===== src/rtl/vscale_regfile_wb_queue_pkg.sv =====
// Shared sizing, entry layout and helpers for the masked writeback queue.
// XPR_LEN / REG_ADDR_WIDTH come from the opcode header macros when present.
`ifndef XPR_LEN
`define XPR_LEN 32
`endif
`ifndef REG_ADDR_WIDTH
`define REG_ADDR_WIDTH 5
`endif

package vscale_regfile_wb_queue_pkg;

    localparam int unsigned XPR_LEN        = `XPR_LEN;
    localparam int unsigned REG_ADDR_WIDTH = `REG_ADDR_WIDTH;
    localparam int unsigned SHARES_DEFAULT = 2;
    localparam int unsigned DEPTH_DEFAULT  = 2;

    // Bits of fresh randomness consumed per refreshed word.
    function automatic int unsigned rnd_width(input int unsigned shares);
        return XPR_LEN * (shares - 1);
    endfunction

    // Queue entry for the default share count.
    typedef struct packed {
        logic [REG_ADDR_WIDTH-1:0]         wa;
        logic [XPR_LEN*SHARES_DEFAULT-1:0] wd;
    } wb_entry_t;

endpackage


===== src/rtl/vscale_share_refresh.sv =====
// Combinational share refresh: every share but the last absorbs one random word,
// the last absorbs the XOR of all of them, so the unmasked value is unchanged.
module vscale_share_refresh
    import vscale_regfile_wb_queue_pkg::*;
#(
    parameter int unsigned SHARES = SHARES_DEFAULT
) (
    input  logic [XPR_LEN*SHARES-1:0]     wd,
    input  logic [XPR_LEN*(SHARES-1)-1:0] rnd,
    output logic [XPR_LEN*SHARES-1:0]     wd_c
);

    logic [XPR_LEN-1:0] rnd_acc;

    always_comb begin
        wd_c    = '0;
        rnd_acc = '0;
        for (int i = 0; i < int'(SHARES) - 1; i++) begin
            wd_c[i*XPR_LEN +: XPR_LEN] = wd[i*XPR_LEN +: XPR_LEN] ^ rnd[i*XPR_LEN +: XPR_LEN];
            rnd_acc                    = rnd_acc ^ rnd[i*XPR_LEN +: XPR_LEN];
        end
        wd_c[(SHARES-1)*XPR_LEN +: XPR_LEN] = wd[(SHARES-1)*XPR_LEN +: XPR_LEN] ^ rnd_acc;
    end

endmodule


===== src/rtl/vscale_regfile_wb_queue.sv =====
// Masked writeback FIFO in front of the regfile write port, with share refresh
// and RAW hazard reporting. Define VSCALE_WB_BYPASS_EN to add forwarding ports.
module vscale_regfile_wb_queue
    import vscale_regfile_wb_queue_pkg::*;
#(
    parameter int unsigned SHARES = SHARES_DEFAULT,
    parameter int unsigned DEPTH  = DEPTH_DEFAULT
) (
    input  logic                          clk,
    input  logic                          reset_n,
    input  logic                          in_valid,
    output logic                          in_ready,
    input  logic [REG_ADDR_WIDTH-1:0]     in_wa,
    input  logic [XPR_LEN*SHARES-1:0]     in_wd,
    input  logic                          rnd_valid,
    output logic                          rnd_ready,
    input  logic [XPR_LEN*(SHARES-1)-1:0] rnd,
    output logic                          wen,
    output logic [REG_ADDR_WIDTH-1:0]     wa,
    output logic [XPR_LEN*SHARES-1:0]     wd,
    input  logic [REG_ADDR_WIDTH-1:0]     ra1,
    input  logic [REG_ADDR_WIDTH-1:0]     ra2,
    output logic                          haz1,
    output logic                          haz2
`ifdef VSCALE_WB_BYPASS_EN
    ,
    output logic                          byp1_valid,
    output logic                          byp2_valid,
    output logic [XPR_LEN*SHARES-1:0]     byp1_data,
    output logic [XPR_LEN*SHARES-1:0]     byp2_data
`endif
);

    localparam int unsigned WD_W  = XPR_LEN * SHARES;
    localparam int unsigned PTR_W = $clog2(DEPTH);
    localparam int unsigned CNT_W = $clog2(DEPTH + 1);

    logic [REG_ADDR_WIDTH-1:0] fifo_wa [DEPTH];
    logic [WD_W-1:0]           fifo_wd [DEPTH];
    logic [PTR_W-1:0]          rd_ptr;
    logic [PTR_W-1:0]          wr_ptr;
    logic [CNT_W-1:0]          count;
    logic                      push;
    logic                      drain;
    logic [WD_W-1:0]           wd_refreshed_c;
    logic [PTR_W-1:0]          slot;

    assign in_ready  = count < CNT_W'(DEPTH);
    assign drain     = (count != '0) && rnd_valid;
    assign rnd_ready = drain;
    // Writes to x0 are acknowledged but never queued.
    assign push      = in_valid && in_ready && (in_wa != '0);

    vscale_share_refresh #(
        .SHARES (SHARES)
    ) u_refresh (
        .wd   (fifo_wd[rd_ptr]),
        .rnd  (rnd),
        .wd_c (wd_refreshed_c)
    );

    // Entry storage needs no reset; validity is tracked by count/pointers.
    always_ff @(posedge clk) begin
        if (push) begin
            fifo_wa[wr_ptr] <= in_wa;
            fifo_wd[wr_ptr] <= in_wd;
        end
    end

    always_ff @(posedge clk) begin
        if (!reset_n) begin
            count  <= '0;
            rd_ptr <= '0;
            wr_ptr <= '0;
            wen    <= 1'b0;
            wa     <= '0;
            wd     <= '0;
        end else begin
            if (push) begin
                wr_ptr <= wr_ptr + PTR_W'(1);
            end
            if (drain) begin
                rd_ptr <= rd_ptr + PTR_W'(1);
                wa     <= fifo_wa[rd_ptr];
                wd     <= wd_refreshed_c;
            end
            case ({push, drain})
                2'b10:   count <= count + CNT_W'(1);
                2'b01:   count <= count - CNT_W'(1);
                default: count <= count;
            endcase
            wen <= drain;
        end
    end

    // Hazard scan from oldest to youngest so later hits override earlier data.
    always_comb begin
        haz1 = wen && (wa == ra1);
        haz2 = wen && (wa == ra2);
        slot = '0;
`ifdef VSCALE_WB_BYPASS_EN
        byp1_data = wd;
        byp2_data = wd;
`endif
        for (int k = 0; k < int'(DEPTH); k++) begin
            slot = rd_ptr + PTR_W'(k);
            if (CNT_W'(k) < count) begin
                if (fifo_wa[slot] == ra1) begin
                    haz1 = 1'b1;
`ifdef VSCALE_WB_BYPASS_EN
                    byp1_data = fifo_wd[slot];
`endif
                end
                if (fifo_wa[slot] == ra2) begin
                    haz2 = 1'b1;
`ifdef VSCALE_WB_BYPASS_EN
                    byp2_data = fifo_wd[slot];
`endif
                end
            end
        end
        if (ra1 == '0) begin
            haz1 = 1'b0;
        end
        if (ra2 == '0) begin
            haz2 = 1'b0;
        end
    end

`ifdef VSCALE_WB_BYPASS_EN
    assign byp1_valid = haz1;
    assign byp2_valid = haz2;
`endif

endmodule

===== config.mk =====
export PLATFORM = sky130hd
export DESIGN_NAME = vscale_regfile_wb_queue
export DESIGN_NICKNAME = d
export VERILOG_FILES = /design/src/rtl/vscale_regfile_wb_queue_pkg.sv /design/src/rtl/vscale_share_refresh.sv /design/src/rtl/vscale_regfile_wb_queue.sv
export SDC_FILE = /design/constraint.sdc
export NUM_CORES = 1
export LEC_CHECK = 0
export CORE_ASPECT_RATIO = 0.9
export CORE_UTILIZATION = 50
export DETAILED_ROUTE_END_ITERATION = 6
export DONT_BUFFER_PORTS = 1
export GPL_TIMING_DRIVEN = 0
export SETUP_SLACK_MARGIN = 0.1
export SLEW_MARGIN = 5
export SYNTH_ARGS = -nofsm -noshare
export SYNTH_HDL_FRONTEND = slang
export SYNTH_HIERARCHICAL = 1
export SYNTH_SLANG_ARGS = --single-unit

===== constraint.sdc =====
create_clock -name clk -period 5.83 [get_ports clk]
set_input_delay 1.166 -clock clk [delete_from_list [all_inputs] [get_ports clk]]
set_output_delay 1.166 -clock clk [all_outputs]
set_load 0.1 [all_outputs]

# Word level (Yosys, flattened, before mapping)
# Memory sizes are Yosys's and may differ from the RTL's. A register that Yosys moved wholly into a read port is not among the register bits.
# Index checks and enable logic that the tools add are counted.
[totals]
regBits = 74
ramBits = 138
input_bits = 115
elab_cells = 52
memories = 2
[memory_table]
columns = ["memory", "depth", "width", "rd", "rd_clocked_by_memory_dff", "write_ports", "line_no", "source"]
rows = [
  ["fifo_wd", 2, 64, 1, 1, 1, "vscale_regfile_wb_queue.sv:39", "logic [WD_W-1:0] fifo_wd [DEPTH];"],
  ["fifo_wa", 2, 5, 2, 1, 1, "vscale_regfile_wb_queue.sv:38", "logic [REG_ADDR_WIDTH-1:0] fifo_wa [DEPTH];"],
]
[classes]
addsub = 4
n_lt_le_gt_ge = 3
n_eq_ne = 8
n_mux = 17
bitwise = 2
reduce_logical = 10
[op_table]
columns = ["operator", "count"]
rows = [
  ["$xor 32x32->32", 2],
  ["$eq 5x5->1", 6],
  ["$mux 1", 16],
  ["$logic_not 5->1", 2],
  ["$logic_and 1x1->1", 5],
  ["$reduce_bool 5->1", 1],
  ["$lt 1x2->1 const A", 2],
  ["$pmux 2 s2", 1],
  ["$reduce_bool 2->1", 2],
  ["$add 1x1->1 const B", 2],
  ["$add 2x1->2 const B", 1],
  ["$eq 2x1->1 const B", 1],
  ["$eq 2x2->1 const B", 1],
  ["$lt 2x2->1 const B", 1],
  ["$sub 2x1->2 const B", 1],
]

# Depth between registers and ports, before layout
[logic_depth]
word_depth = 7
ltp_mapped = 10
mapped_depth_nobuf = 8

# Modules after synthesis
# Netlist, hierarchy kept.
[modules_own_cells]
columns = ["mod", "n_inst", "cells_per_inst", "area_each_um2"]
rows = [
  ["vscale_regfile_wb_queue", 1, 596, 8207.9],
  ["vscale_share_refresh", 1, 64, 560.5],
]

# Worst setup path before layout
# OpenSTA, ideal clock, no wires.
[synth_path]
path_kind = "input-to-output"
from = "input port ra1[1]"
to = "output port haz1"
arrival_ps = 4507
required_ps = 4664
setup_slack_ps = 157
stages = 3
cell_sequence = "xor2_1 -> nand4_1 -> o41ai_1"
[synth_via]
elab_chain_cells = 7
word_cells_on_any_way = 10
[synth_rtl]
columns = ["element", "line_no", "source"]
rows = [
  ["from (decl)", "vscale_regfile_wb_queue.sv:21", "input logic [REG_ADDR_WIDTH-1:0] ra1,"],
  ["$eq 5x5->1", "vscale_regfile_wb_queue.sv:98", "haz1 = wen && (wa == ra1);"],
  ["$logic_and 1x1->1", "vscale_regfile_wb_queue.sv:98", ""],
  ["$mux 1", "vscale_regfile_wb_queue.sv:108", "if (fifo_wa[slot] == ra1) begin"],
  ["$mux 1", "vscale_regfile_wb_queue.sv:107", "if (CNT_W'(k) < count) begin"],
  ["$mux 1", "vscale_regfile_wb_queue.sv:108", ""],
  ["$mux 1", "vscale_regfile_wb_queue.sv:107", ""],
  ["$mux 1 *", "vscale_regfile_wb_queue.sv:122", "if (ra1 == '0) begin"],
  ["to (decl)", "vscale_regfile_wb_queue.sv:23", "output logic haz1,"],
]
# Mark *: on every way between the ends. The rest lies on a longest branch, timed or not.

# Worst setup path in the final report
[layout_path]
from = "register count[1]"
to = "output port rnd_ready"
[layout_via]
elab_chain_cells = 2
[layout_rtl]
columns = ["element", "line_no", "source"]
rows = [
  ["from (decl)", "vscale_regfile_wb_queue.sv:42", "logic [CNT_W-1:0] count;"],
  ["from (signal assigned)", "vscale_regfile_wb_queue.sv:88", "2'b10: count <= count + CNT_W'(1);"],
  ["from (signal assigned)", "vscale_regfile_wb_queue.sv:89", "2'b01: count <= count - CNT_W'(1);"],
  ["from (signal assigned)", "vscale_regfile_wb_queue.sv:90", "default: count <= count;"],
  ["$reduce_bool 2->1", "vscale_regfile_wb_queue.sv:49", "assign drain = (count != '0) && rnd_valid;"],
  ["$logic_and 1x1->1", "vscale_regfile_wb_queue.sv:49", ""],
  ["to (decl)", "vscale_regfile_wb_queue.sv:16", "output logic rnd_ready,"],
]
# Every way passes these cells.

==> flow_results.org <==
** Run status
- The run finished with clean final reports.

** Cells and area
- The finished cells cover 9970 µm².
- Sequential cell area in the final layout :: 5650 µm²
- Nets :: 811
- Area of the multi-input gates :: 3000 µm²
- The area growth from synthesis to layout is 13.7%.
- Number of inserted filler cells in the final layout :: 1379
- Cells with a size suffix above 1 make up 17.7% of the layout.
- Number of diodes :: 0

** Logic synthesis
- When the netlist entered floorplanning its net count stood at 778.
- Flip-flop and latch count after synthesis :: 213
- Share of the synthesized area in the top cell type :: 47.3%
- Yosys mapped the design onto 28 distinct sky130hd cell types.
- Summing the sequential cell areas from Yosys gives 64.4% of the chip area.
- By area the synthesized netlist is led by sky130_fd_sc_hd__edfxtp_1 47%, sky130_fd_sc_hd__dfxtp_1 17%, sky130_fd_sc_hd__mux2_2 8.2%.
- Share of flip-flops with an asynchronous set or reset after synthesis :: 0%
- Count of flip-flops with a built-in enable after synthesis :: 138
- Number of instances in the synthesized netlist :: 660
- The mapped netlist covers 8770 µm².
- Warnings from Yosys :: 6
- Mean cell area of the mapped netlist :: 13.3 µm²
- Post-synth top area cell :: sky130_fd_sc_hd__edfxtp_1
- Most used flip-flop cell after synthesis :: sky130_fd_sc_hd__edfxtp_1

** Timing
- Final number of setup-violating endpoints :: 0
- The count of pins over their slew limit was 0.
- Between clock sinks in the finished design, the worst skew comes to 14.1 ps.
- RSZ-0062 raised after global routing :: false
- Total Neg Setup Slack :: 0 ps
- Relative slew slack :: 26.1%
- Timing would allow up to 239 MHz.
- Post-layout minimum cycle time :: 4180 ps
- Slew at the pin with the worst max-slew slack :: 1110 ps
- The hold violation total from the final report came to 0.
- Ratio of final minimum period to clock period :: 71.7%

** Setup path
- Critical Path AT :: 3010 ps
- Crit path required time :: 4660 ps
- The worst register-to-register path has a setup slack of 2550 ps.
- Walking the worst path, the cells encountered are inv_1, ha_1, nand2b_1, inv_1, buf_2, buf_2.
- For this run, the slowest stage of the critical path takes 620 ps.
- On the critical path, the stage with the largest delay is an instance of sky130_fd_sc_hd__buf_2.
- Maximum fanout count along the critical path :: 11
- Depth of the most critical reg-to-reg path :: 9
- The worst setup path is launched from a flip-flop.
- Startpoint of the worst-slack reg-to-reg timing path :: count[1]$_SDFFE_PN0P_
- STA classifies the critical path endpoint as an output pin.
- Tracing the worst setup path back leads to its startpoint at count[1]$_SDFFE_PN0P_.
- The worst register-to-register path ends at count[0]$_SDFFE_PN0P_.
- The critical path is of the reg -> out type.
- The most critical setup path has its endpoint at rnd_ready.

** Clocking
- CTS placed an instance of sky130_fd_sc_hd__clkbuf_16 at the clock tree root.
- For this design, the CTS-stage hold fixing added 0 buffers.
- Bufs on Longest Clock Path :: 3
- Clk slew on worst S/H paths :: 60 ps
- The clock drives 213 sinks.
- TritonCTS built the clock tree.
- In this run the post-CTS setup repair buffer count came out at 0.
- For the worst-skew pair, the clock arrives at the later sink with an insertion delay of 500 ps.
- H-Tree Depth :: 1
- Cts bufs inserted :: 23
- Post-CTS repair changed the size of 0 cells.

** Detailed routing
- Wires add up to 19.2 mm.
- The detailed router finished its first iteration with 240 violations.
- The detail route stage leaves a number of antenna-violating nets equal to 0.
- Vias post-DR :: 4965
- Before antenna repair, the detailed router went through 5 iterations.
- For this run, design rule violations remaining after detail routing come to 0.
- Average vias per placed instance :: 5.25
- Average routed wire per standard cell :: 20.3 µm

** Pwr
- Net switching fraction of the power :: 40.7%
- In this run, the combinational gates consume 22.5% of the power.
- The share of total power dissipated in sequential elements is 53.0%.
- Part of the power in the clock network :: 24.4%
- PD cells :: 545 nW/µm²
- For this design the static power due to leakage is 3.44 nW.
- The analysis attributes to net switching a power of 2.21 mW.
- The internal portion of the total power is 3.22 mW.
- IR analysis of the VDD net gives a maximum drop of 303 µV.

** Min path
- Type of the tightest min-delay check :: reg -> reg

** Global route
- Pin count of the biggest net entering global routing :: 26
- Global routing used 21.4% of the available tracks.
- Initial antenna violation count :: 0
- Wire length of the first global-routing pass :: 29.0 mm
- For this run the aggregate overflow at the end of global routing stands at 0.
- Number of global-route vias before repair :: 5247

** Place
- The congestion estimate from routability-driven global placement came to 0.935.
- Placement-stage cell area :: 9270 µm²
- Detailed placement HPWL :: 13.6 mm
- Number of buffers inserted by port buffering :: 0

** Floorplanning
- Once the floorplan was initialized, standard cells occupied 51.6% of the core.
- The floorplan has 45 rows.
- The die covers 18100 µm².
- For this design the top-level I/O count stands at 189.
- In this run the standard cell core region covers 17000 µm².
- The die is 128 µm tall.
- Floorplan die width :: 142 µm

** Flow run
- Max-cap violations in this run came to 0.
per-layer routing:
layer  track usage, %  share of wire [%]  wire [µm]  vias up
met2             37.9                 50       9630      178
met4             6.14                1.9        365        0
li1                 -                  -          -     2369
met3             8.32                 10       1910       28
met5                0                  0          0        -
met1             23.9                 38       7280     2390
cell usage in the layout, fill, tap and decap left out, types with 2 or more instances in the layout:
cell                          n
sky130_fd_sc_hd__buf_1        7
sky130_fd_sc_hd__clkbuf_8     4
sky130_fd_sc_hd__a21boi_0    64
sky130_fd_sc_hd__mux2i_1      5
sky130_fd_sc_hd__nand2_1    136
sky130_fd_sc_hd__clkbuf_1    21
sky130_fd_sc_hd__nor4_1       2
sky130_fd_sc_hd__buf_2       12
sky130_fd_sc_hd__a21oi_1      2
sky130_fd_sc_hd__nor2_1       2
sky130_fd_sc_hd__nand2b_1     2
sky130_fd_sc_hd__xnor2_1     25
sky130_fd_sc_hd__o41ai_2      2
sky130_fd_sc_hd__clkinv_1     2
sky130_fd_sc_hd__buf_8        2
sky130_fd_sc_hd__buf_12       2
sky130_fd_sc_hd__nor2_4       2
sky130_fd_sc_hd__dfxtp_1     75
sky130_fd_sc_hd__o211a_1      5
sky130_fd_sc_hd__xor2_1      72
sky130_fd_sc_hd__edfxtp_1   138
sky130_fd_sc_hd__nor3_1       4
sky130_fd_sc_hd__clkbuf_16   23
sky130_fd_sc_hd__buf_16       4
sky130_fd_sc_hd__ha_1         3
sky130_fd_sc_hd__nand4_1      4
sky130_fd_sc_hd__mux2_2      64
sky130_fd_sc_hd__clkinv_2     3
sky130_fd_sc_hd__and2_1       6
sky130_fd_sc_hd__mux2i_2      5
sky130_fd_sc_hd__or4_1        3
sky130_fd_sc_hd__inv_1        4
power by group through the flow:
stage	clock (mW)	combinational, mW	sequential, mW
after floorplan	0	0.910	2.87
after global placement	0	1.14	2.93
after detailed placement	0	1.24	2.91
after CTS	1.36	1.25	2.88
after global routing	1.41	1.35	2.91
final	1.33	1.22	2.88
cell usage after synthesis (5+ instances only):
library cell / count
sky130_fd_sc_hd__buf_1: 7
sky130_fd_sc_hd__edfxtp_1: 138
sky130_fd_sc_hd__and2_1: 6
sky130_fd_sc_hd__mux2i_2: 5
sky130_fd_sc_hd__nand2_1: 136
sky130_fd_sc_hd__mux2i_1: 5
sky130_fd_sc_hd__xnor2_1: 25
sky130_fd_sc_hd__mux2_2: 64
sky130_fd_sc_hd__o211a_1: 5
sky130_fd_sc_hd__buf_2: 12
sky130_fd_sc_hd__a21boi_0: 64
sky130_fd_sc_hd__clkbuf_1: 12
sky130_fd_sc_hd__dfxtp_1: 75
sky130_fd_sc_hd__xor2_1: 72
cell type report:
type,count,share of cell area (%)
plain buffers,32,1.43
clock buffers,36,6.66
clock inverters,6,0.314
inverters,4,0.151
multi-input cells,411,30.0
flip-flops and latches,213,56.6
well taps,235,2.95
repair buffers,8,1.81
cell families (layout without fill, tap and decap cells):
logic type      Yosys count  in the layout  share of synthesized area, %
fa+ha+maj                 3              3                         0.428
buf+inv                  36             86                          1.80
mux                      74             74                          9.57
compound gates           76             76                          6.65
flops                   213            213                          64.4
xor+xnor                 97             97                          9.69
simple gates            161            161                          7.48
how the worst min path moves through the flow:
stage	start	cells after the start	end
3_5_place_dp	count[1]$_SDFFE_PN0P_	3	count[1]$_SDFFE_PN0P_
2_1_floorplan	wr_ptr$_SDFFE_PN0P_	2	wr_ptr$_SDFFE_PN0P_
6_report	count[1]$_SDFFE_PN0P_	3	count[1]$_SDFFE_PN0P_
3_3_place_gp	wr_ptr$_SDFFE_PN0P_	2	wr_ptr$_SDFFE_PN0P_
5_1_grt	count[0]$_SDFFE_PN0P_	2	count[0]$_SDFFE_PN0P_
4_1_cts	count[1]$_SDFFE_PN0P_	3	count[1]$_SDFFE_PN0P_
critical path: cells and delay by family (launching register included):
family	cells	cell delay, ps
buffers and inverters	4	1440
and+or+nand+nor	1	230
adders and majority gates	1	480
DFF	1	360
registers in the layout (all words and copies together) (netlist names), named ones only:
| register | flops |
|---|---|
| fifo_wd | 128 |
| wd | 64 |
| fifo_wa | 10 |
| wa | 5 |
| count | 2 |
| rd_ptr | 1 |
| wen | 1 |
| wr_ptr | 1 |
stage by stage:
step	power (mW)	util, %	instances	setup slack, ps	hold WS, ps
6_report	5.43	58.6	945	1650	618
3_5_place_dp	4.15	54.5	903	2120	599
5_1_grt	5.67	58.6	945	1510	631
4_1_cts	5.49	58.6	945	1580	614
2_1_floorplan	3.79	-	660	157	550
3_3_place_gp	4.07	53.3	895	-1100	561
No activity file was read; power rests on OpenSTA's default activity.
